**src/rtl/cpu_if_pkg.sv**
```systemverilog
// Shared definitions for the CPU command-queue register interface:
// opcode values, status bit positions, dispatcher states and the opcode trigger table.
package cpu_if_pkg;

  localparam logic [7:0] OP_TEXT_WRITE      = 8'h00;
  localparam logic [7:0] OP_TEXT_POSITION   = 8'h01;
  localparam logic [7:0] OP_TEXT_CLEAR      = 8'h02;
  localparam logic [7:0] OP_GET_TEXT_AT     = 8'h03;
  localparam logic [7:0] OP_WRITE_PIXEL     = 8'h04;
  localparam logic [7:0] OP_PIXEL_POS       = 8'h05;
  localparam logic [7:0] OP_WRITE_PIXEL_POS = 8'h06;
  localparam logic [7:0] OP_CLEAR_SCREEN    = 8'h07;
  localparam logic [7:0] OP_GET_PIXEL_AT    = 8'h08;

  localparam int ST_BUSY  = 0;
  localparam int ST_ERR   = 1;
  localparam int ST_FULL  = 2;
  localparam int ST_OVF   = 3;
  localparam int ST_READY = 7;

  typedef enum logic [1:0] {S_IDLE, S_WAIT_ACK, S_WAIT_DONE} disp_state_t;

  typedef struct packed {
    logic       vld;
    logic [7:0] addr;
  } trig_t;

  // Register address whose write launches the opcode; the last argument it needs.
  function automatic trig_t trigger_addr(input logic [7:0] op);
    trig_t t;
    t.vld  = 1'b1;
    t.addr = 8'd0;
    case (op)
      OP_TEXT_WRITE, OP_TEXT_POSITION, OP_GET_TEXT_AT: t.addr = 8'd3;
      OP_TEXT_CLEAR, OP_WRITE_PIXEL, OP_CLEAR_SCREEN:  t.addr = 8'd2;
      OP_PIXEL_POS, OP_GET_PIXEL_AT:                   t.addr = 8'd5;
      OP_WRITE_PIXEL_POS:                              t.addr = 8'd6;
      default:                                         t.vld  = 1'b0;
    endcase
    return t;
  endfunction

endpackage

```
**src/rtl/cmd_fifo.sv**
```systemverilog
// Command queue: circular buffer with occupancy count; a push into a full
// queue is accepted only when a pop frees the head in the same cycle.
module cmd_fifo #(
  parameter int W     = 96,
  parameter int DEPTH = 4,
  parameter int LVL_W = $clog2(DEPTH) + 1
) (
  input  logic             phi2,
  input  logic             reset_n,
  input  logic             push,
  input  logic [W-1:0]     wdata,
  input  logic             pop,
  output logic [W-1:0]     rdata,
  output logic             full,
  output logic             empty,
  output logic [LVL_W-1:0] level
);
  localparam int PW = $clog2(DEPTH);

  logic [W-1:0]  mem [DEPTH];
  logic [PW-1:0] wptr, rptr;
  logic          do_push, do_pop;

  assign full    = (level == LVL_W'(DEPTH));
  assign empty   = (level == '0);
  assign do_pop  = pop & ~empty;
  assign do_push = push & (~full | do_pop);
  assign rdata   = mem[rptr];

  always_ff @(posedge phi2 or negedge reset_n) begin
    if (!reset_n) begin
      wptr  <= '0;
      rptr  <= '0;
      level <= '0;
    end else begin
      if (do_push) wptr <= wptr + PW'(1);
      if (do_pop)  rptr <= rptr + PW'(1);
      level <= level + LVL_W'(do_push) - LVL_W'(do_pop);
    end
  end

  always_ff @(posedge phi2) begin
    if (do_push) mem[wptr] <= wdata;
  end

endmodule

```
**src/rtl/cpu_cmd_queue_interface.sv**
```systemverilog
// 65C02-facing register file that queues opcode+argument snapshots and
// dispatches them to the execution engine with a start/busy/finished handshake.
module cpu_cmd_queue_interface import cpu_if_pkg::*; #(
  parameter int DATA_W     = 8,
  parameter int ADDR_W     = 4,
  parameter int NUM_ARGS   = 11,
  parameter int FIFO_DEPTH = 4
) (
  input  logic                       phi2,
  input  logic                       reset_n,
  input  logic [ADDR_W-1:0]          addr,
  input  logic [DATA_W-1:0]          data_in,
  output logic [DATA_W-1:0]          data_out,
  output logic                       data_oe,
  input  logic                       rw,
  input  logic                       ce0,
  input  logic                       ce1b,
  output logic [DATA_W-1:0]          instruction,
  output logic [NUM_ARGS*DATA_W-1:0] arg_bus,
  output logic                       instruction_start,
  input  logic                       instruction_busy,
  input  logic                       instruction_finished,
  input  logic                       instruction_error,
  input  logic [DATA_W-1:0]          result_0,
  input  logic [DATA_W-1:0]          result_1,
  output logic [DATA_W-1:0]          mode_control,
  output logic [$clog2(FIFO_DEPTH):0] queue_level
);
  localparam int TOP   = 2**ADDR_W - 1;
  localparam int CMD_W = DATA_W * (NUM_ARGS + 1);
  localparam int LVL_W = $clog2(FIFO_DEPTH) + 1;

  if (2 + NUM_ARGS + 3 > 2**ADDR_W) begin : g_map_check
    $error("argument registers overlap result/status registers");
  end

  logic                            sel, wr, rd;
  int                              a;
  logic                            is_arg;
  logic [ADDR_W-1:0]               arg_idx;
  logic [DATA_W-1:0]               mode_reg, opcode_reg, rdata, status;
  logic [NUM_ARGS-1:0][DATA_W-1:0] args_reg, args_byp;
  trig_t                           trig;
  logic                            push, pop, ovf_set;
  logic                            fifo_full, fifo_empty;
  logic [CMD_W-1:0]                head;
  logic                            err_q, ovf_q, rd_stat, rd_stat_q, stat_clr;
  disp_state_t                     state, state_nxt;

  assign sel     = ce0 & ~ce1b;
  assign wr      = sel & ~rw;
  assign rd      = sel & rw;
  assign a       = int'(addr);
  assign is_arg  = (a >= 2) && (a <= 1 + NUM_ARGS);
  assign arg_idx = addr - ADDR_W'(2);

  always_ff @(posedge phi2 or negedge reset_n) begin
    if (!reset_n) begin
      mode_reg   <= '0;
      opcode_reg <= '0;
      args_reg   <= '0;
    end else if (wr) begin
      if (a == 0)      mode_reg          <= data_in;
      else if (a == 1) opcode_reg        <= data_in;
      else if (is_arg) args_reg[arg_idx] <= data_in;
    end
  end

  assign mode_control = mode_reg;

  // The triggering write is usually the last argument, so it must land in the snapshot.
  always_comb begin
    args_byp = args_reg;
    if (wr && is_arg) args_byp[arg_idx] = data_in;
  end

  assign trig    = trigger_addr(8'(opcode_reg));
  assign push    = wr & trig.vld & (addr == ADDR_W'(trig.addr));
  assign ovf_set = push & fifo_full & ~pop;

  cmd_fifo #(.W(CMD_W), .DEPTH(FIFO_DEPTH), .LVL_W(LVL_W)) u_fifo (
    .phi2    (phi2),
    .reset_n (reset_n),
    .push    (push),
    .wdata   ({opcode_reg, args_byp}),
    .pop     (pop),
    .rdata   (head),
    .full    (fifo_full),
    .empty   (fifo_empty),
    .level   (queue_level)
  );

  assign pop = (state == S_IDLE) & ~fifo_empty & ~instruction_busy;

  always_comb begin
    state_nxt = state;
    case (state)
      S_IDLE:      if (pop) state_nxt = S_WAIT_ACK;
      S_WAIT_ACK:  if (instruction_finished)  state_nxt = S_IDLE;
                   else if (instruction_busy) state_nxt = S_WAIT_DONE;
      S_WAIT_DONE: if (instruction_finished || !instruction_busy) state_nxt = S_IDLE;
      default:     state_nxt = S_IDLE;
    endcase
  end

  always_ff @(posedge phi2 or negedge reset_n) begin
    if (!reset_n) begin
      state             <= S_IDLE;
      instruction_start <= 1'b0;
      instruction       <= '0;
      arg_bus           <= '0;
    end else begin
      state             <= state_nxt;
      instruction_start <= pop;
      if (pop) begin
        instruction <= head[CMD_W-1 -: DATA_W];
        arg_bus     <= head[NUM_ARGS*DATA_W-1:0];
      end
    end
  end

  // Sticky flags clear only on the first cycle of a status read burst; a new set wins.
  assign rd_stat  = rd & (a == TOP);
  assign stat_clr = rd_stat & ~rd_stat_q;

  always_ff @(posedge phi2 or negedge reset_n) begin
    if (!reset_n) begin
      err_q     <= 1'b0;
      ovf_q     <= 1'b0;
      rd_stat_q <= 1'b0;
    end else begin
      err_q     <= instruction_error | (err_q & ~stat_clr);
      ovf_q     <= ovf_set | (ovf_q & ~stat_clr);
      rd_stat_q <= rd_stat;
    end
  end

  always_comb begin
    status           = '0;
    status[ST_BUSY]  = (state != S_IDLE) | instruction_busy | ~fifo_empty;
    status[ST_ERR]   = err_q;
    status[ST_FULL]  = fifo_full;
    status[ST_OVF]   = ovf_q;
    status[ST_READY] = ~fifo_full;
  end

  always_comb begin
    rdata = '0;
    if (a == 0)            rdata = mode_reg;
    else if (a == 1)       rdata = opcode_reg;
    else if (is_arg)       rdata = args_reg[arg_idx];
    else if (a == TOP - 2) rdata = result_0;
    else if (a == TOP - 1) rdata = result_1;
    else if (a == TOP)     rdata = status;
  end

  always_ff @(posedge phi2 or negedge reset_n) begin
    if (!reset_n) begin
      data_out <= '0;
      data_oe  <= 1'b0;
    end else begin
      data_out <= rd ? rdata : '0;
      data_oe  <= rd;
    end
  end

endmodule

```
**config.mk**
```make
export PLATFORM = sky130hd
export DESIGN_NAME = cpu_cmd_queue_interface
export DESIGN_NICKNAME = d
export VERILOG_FILES = /design/src/rtl/cpu_if_pkg.sv /design/src/rtl/cmd_fifo.sv /design/src/rtl/cpu_cmd_queue_interface.sv
export SDC_FILE = /design/constraint.sdc
export NUM_CORES = 1
export LEC_CHECK = 0
export CORE_MARGIN = 4
export CORE_UTILIZATION = 46
export DETAILED_ROUTE_END_ITERATION = 8
export GPL_TIMING_DRIVEN = 0
export SLEW_MARGIN = 20
export SYNTH_ARGS = -nofsm -noshare
export SYNTH_HDL_FRONTEND = slang
export SYNTH_SLANG_ARGS = --single-unit
```
**constraint.sdc**
```tcl
create_clock -name phi2 -period 6.5 [get_ports phi2]
set_input_delay 0.975 -clock phi2 [delete_from_list [all_inputs] [get_ports phi2]]
set_output_delay 0.975 -clock phi2 [all_outputs]
set_load 0.01 [all_outputs]
```
==> key figures <==
Clocking
  – CTS Hold Bufs: 0
  – Clk_lat worst skew: 0.60 ns
  – Clock sink count: 606
  – Clock transition at path regs: 0.06 ns
  – CTS-repair resized insts: 0
  – Post-CTS setup buffers: 0
  – TritonCTS clock tree: built
  – Inserted Clock Buffers: 66
  – Root buf cell: clkbuf_16
  – H-tree Lvls: 3
  – Clock Tree Buf Depth: 3

Critical path
  – Critical path type: in2reg
  – CP Data Arrival Time: 4.67 ns
  – Crit path max fanout: 10
  – CP required: 6.97 ns
  – CP endpoint kind: flip-flop
  – Startpoint Class: primary input

Synthesis
  – Xor and xnor area share after synthesis: 0.276%
  – Synth Area in Compound Gates: 1.97%
  – Largest area contributor in the netlist: edfxtp_1
  – Syn. warnings: 0
  – Post-synth top area share: 46.3%
  – Synth cell types: 61
  – Cell Area, Synth: 0.0249 mm2
  – Main combinational cell family by area after synthesis: multiplexers
  – Synth Area in Simple Gates: 7.06%
  – FF+latch count, synth: 606
  – Post-synth EDFFs: 384
  – Multiplexer area fraction after synthesis: 19.5%
  – Post-Syn Nets: 1554
  – Main area contributors after synthesis: edfxtp_1 46%, dfrtp_1 22%, mux4_2 10%, mux2_2 8.7%, nand2_1 4.7%
  – Gate Count Post-Synth: 1509
  – Mean Syn Cell Area: 16.5 um2
  – Post-synth ARST share: 36.6%
  – Post-Synth Adder-Cell Area: 0.482%
  – Post-synthesis sequential area ratio: 68.6%
  – Dominant synthesized flop cell: edfxtp_1

GRT
  – Initial antenna violation count: 3
  – Vias in the first global route: 14200
  – Total Routing Usage GR: 21.8%
  – Pin count of the biggest net entering global routing: 92
  – First-pass GRT wire length: 92.7 mm
  – Total gr overflow: 0

Power and ir drop
  – Switching pwr: 3220 uW
  – LEAKAGE: 0.0115 uW
  – Switching share of power: 28.1%
  – Sequential share of power: 42.5%
  – Clock power frac: 32.2%
  – Cell Int Power: 8260 uW
  – Combinational power share: 25.3%
  – PD cells: 386 mW/mm2
  – Peak supply drop: 0.204 mV

Floorplan
  – Core area: 0.0537 mm2
  – Row cnt: 85
  – Io pins: 153
  – Die height: 241 um
  – Die Area: 0.0579 mm2
  – Starting Density: 46.4%
  – Width of the die: 241 um

Final layout
  – P&R area growth vs syn: 19.3%
  – Fin cells: 2489
  – Final Util: 55.3%
  – Share of post-route cells with drive strength above 1: 26.0%
  – Max reg flops: 384
  – Final nets: 1782

Detailed routing
  – Initial DRC Count: 958
  – Via count: 13900
  – WL per Instance: 25.0 um
  – Vias per cell: 5.57
  – DRT Pass-1 Iters: 5
  – Drt drc: 0
  – Met3 Wirelength: 4.14 mm
  – WL met2: 29.1 mm
  – Highest routed layer: met5
  – M1 WL: 27.5 mm
  – Final wirelength: 62.3 mm
  – ANT nets after route: 0

Placement
  – Inst Count DP: 2365
  – Post-DP HPWL: 42.7 mm
  – RePlAce Congestion: 0.902
  – Buffers on Ports: 150

STA
  – Slew @ Worst Pin: 1.03 ns
  – Clock Skew: 0.0293 ns
  – RSZ-0062 raised after global routing: false
  – Max-slew violations: 0
  – Minimum clock period: 4.20 ns
  – Period utilization: 64.6%
  – # setup viols final: 0
  – Fmax: 238 MHz
  – Slew margin rel.: 31.1%
  – Hold Vio Cnt, Final: 0

Flow run
  – Max cap viols: 0

Min path
  – Worst min-delay path category: in2async

Outcome
  – Outcome: finished, final reports clean
==> power groups by stage <==
stage,Combinational (uW),Clock [uW],Sequential (uW)
final,2910,3700,4870
after global routing,3190,3950,4920
after CTS,2980,3770,4880
after detailed placement,2960,0,4950
after global placement,2930,0,4940
after floorplan,1560,0,5030
==> synth_stat cells, types with 9 or more instances <==
cell / instances
dfrtp_1: 222
o211ai_1: 16
nand2_1: 312
buf_2: 18
nand3_1: 11
a21oi_1: 9
buf_4: 9
mux2i_1: 17
edfxtp_1: 384
clkbuf_1: 57
mux2_2: 193
mux4_2: 112
inv_1: 19
nor2_1: 12
==> area by class of cell <==
type                            count  area, um2
Sequential cell                   606      17100
Buffer                             93        437
Clock buffer                       91       1870
Inverter                           20       75.1
Fill cell                        4260      24000
Tap cell                          696        871
Multi-Input combinational cell    790       7310
Timing Repair Buffer              160       1780
Antenna cell                        3       7.51
Clock inverter                     30        274
==> worst max-delay path, stage by stage <==
cell and delay, ns:
clkdlybuf4s50_1 0.49, nor3_1 0.09, nand2b_1 0.08, clkbuf_2 0.48, clkbuf_1 0.58, clkbuf_1 0.41
inv_1 0.27, ha_1 0.34, inv_1 0.06, ha_1 0.13, inv_1 0.05, fa_1 0.41
xnor2_1 0.15, xnor2_1 0.13
==> stage by stage <==
stage          worst slack, ns  hold slack, ns  area, um2  TNS [ns]  total power, uW
5_1_grt                   2.04           0.360      29700         0            12100
3_5_place_dp              1.67           0.462      27600         0             7920
4_1_cts                   2.30           0.323      29700         0            11600
2_1_floorplan             1.70           0.449      24900         0             6590
3_3_place_gp             -5.46           0.459      27300  -1607.98             7870
6_report                  2.30           0.318      29700         0            11500
==> layout by cell type, fill, tap and decap left out, types with 4 or more instances in the layout <==
cell             count
nor2_1              12
o211ai_1            16
buf_1                5
mux2i_1             17
ha_1                 8
o21ai_0              6
clkinv_2            12
nor3_1               5
a21oi_1              9
a31oi_1              8
buf_4                9
nand3_1             11
buf_6                4
nand2b_1             7
dfrtp_1            222
buf_16              10
nand2_1            312
buf_2               18
mux2_2             193
o22ai_1              4
bufinv_16            5
inv_1               19
nor4_4               5
and2_4               4
clkbuf_16           71
clkinv_1            10
xnor2_1              6
clkbuf_1            74
edfxtp_1           384
clkdlybuf4s50_1    149
nand3b_1             5
mux4_2             112
==> routing by layer <==
layer  GRT usage (%)  up-vias
met3            5.21       79
met1            31.6     7219
met4            6.37        4
met5               0        -
li1                -     6129
met2            33.6      434
==> path summary, 6_finish.rpt <==
path                       depth (start not counted)  slack (ns)              from              end
min reg2reg                                        2        0.47       arg_bus[47]      arg_bus[47]
min in group phi2                                  2        0.47       arg_bus[47]      arg_bus[47]
min                                                1        0.32           reset_n      arg_bus[82]
max                                               14        2.30  instruction_busy  u_fifo.level[2]
max in group asynchronous                          3        4.93           reset_n      arg_bus[26]
max reg2reg                                       13        2.47   u_fifo.level[1]  u_fifo.level[2]
==> cell families (layout without fill, tap and decap cells) <==
group                    Yosys count  in the layout
AND/OR/NAND/NOR                  386            386
AO/OA/AOI/OAI                     66             66
buffers and inverters            113            394
adder cells (fa/ha/maj)            9              9
multiplexers                     322            322
flip-flops                       606            606
XOR/XNOR                           7              7
other                              0              3
(Power assumes the default switching activity.)
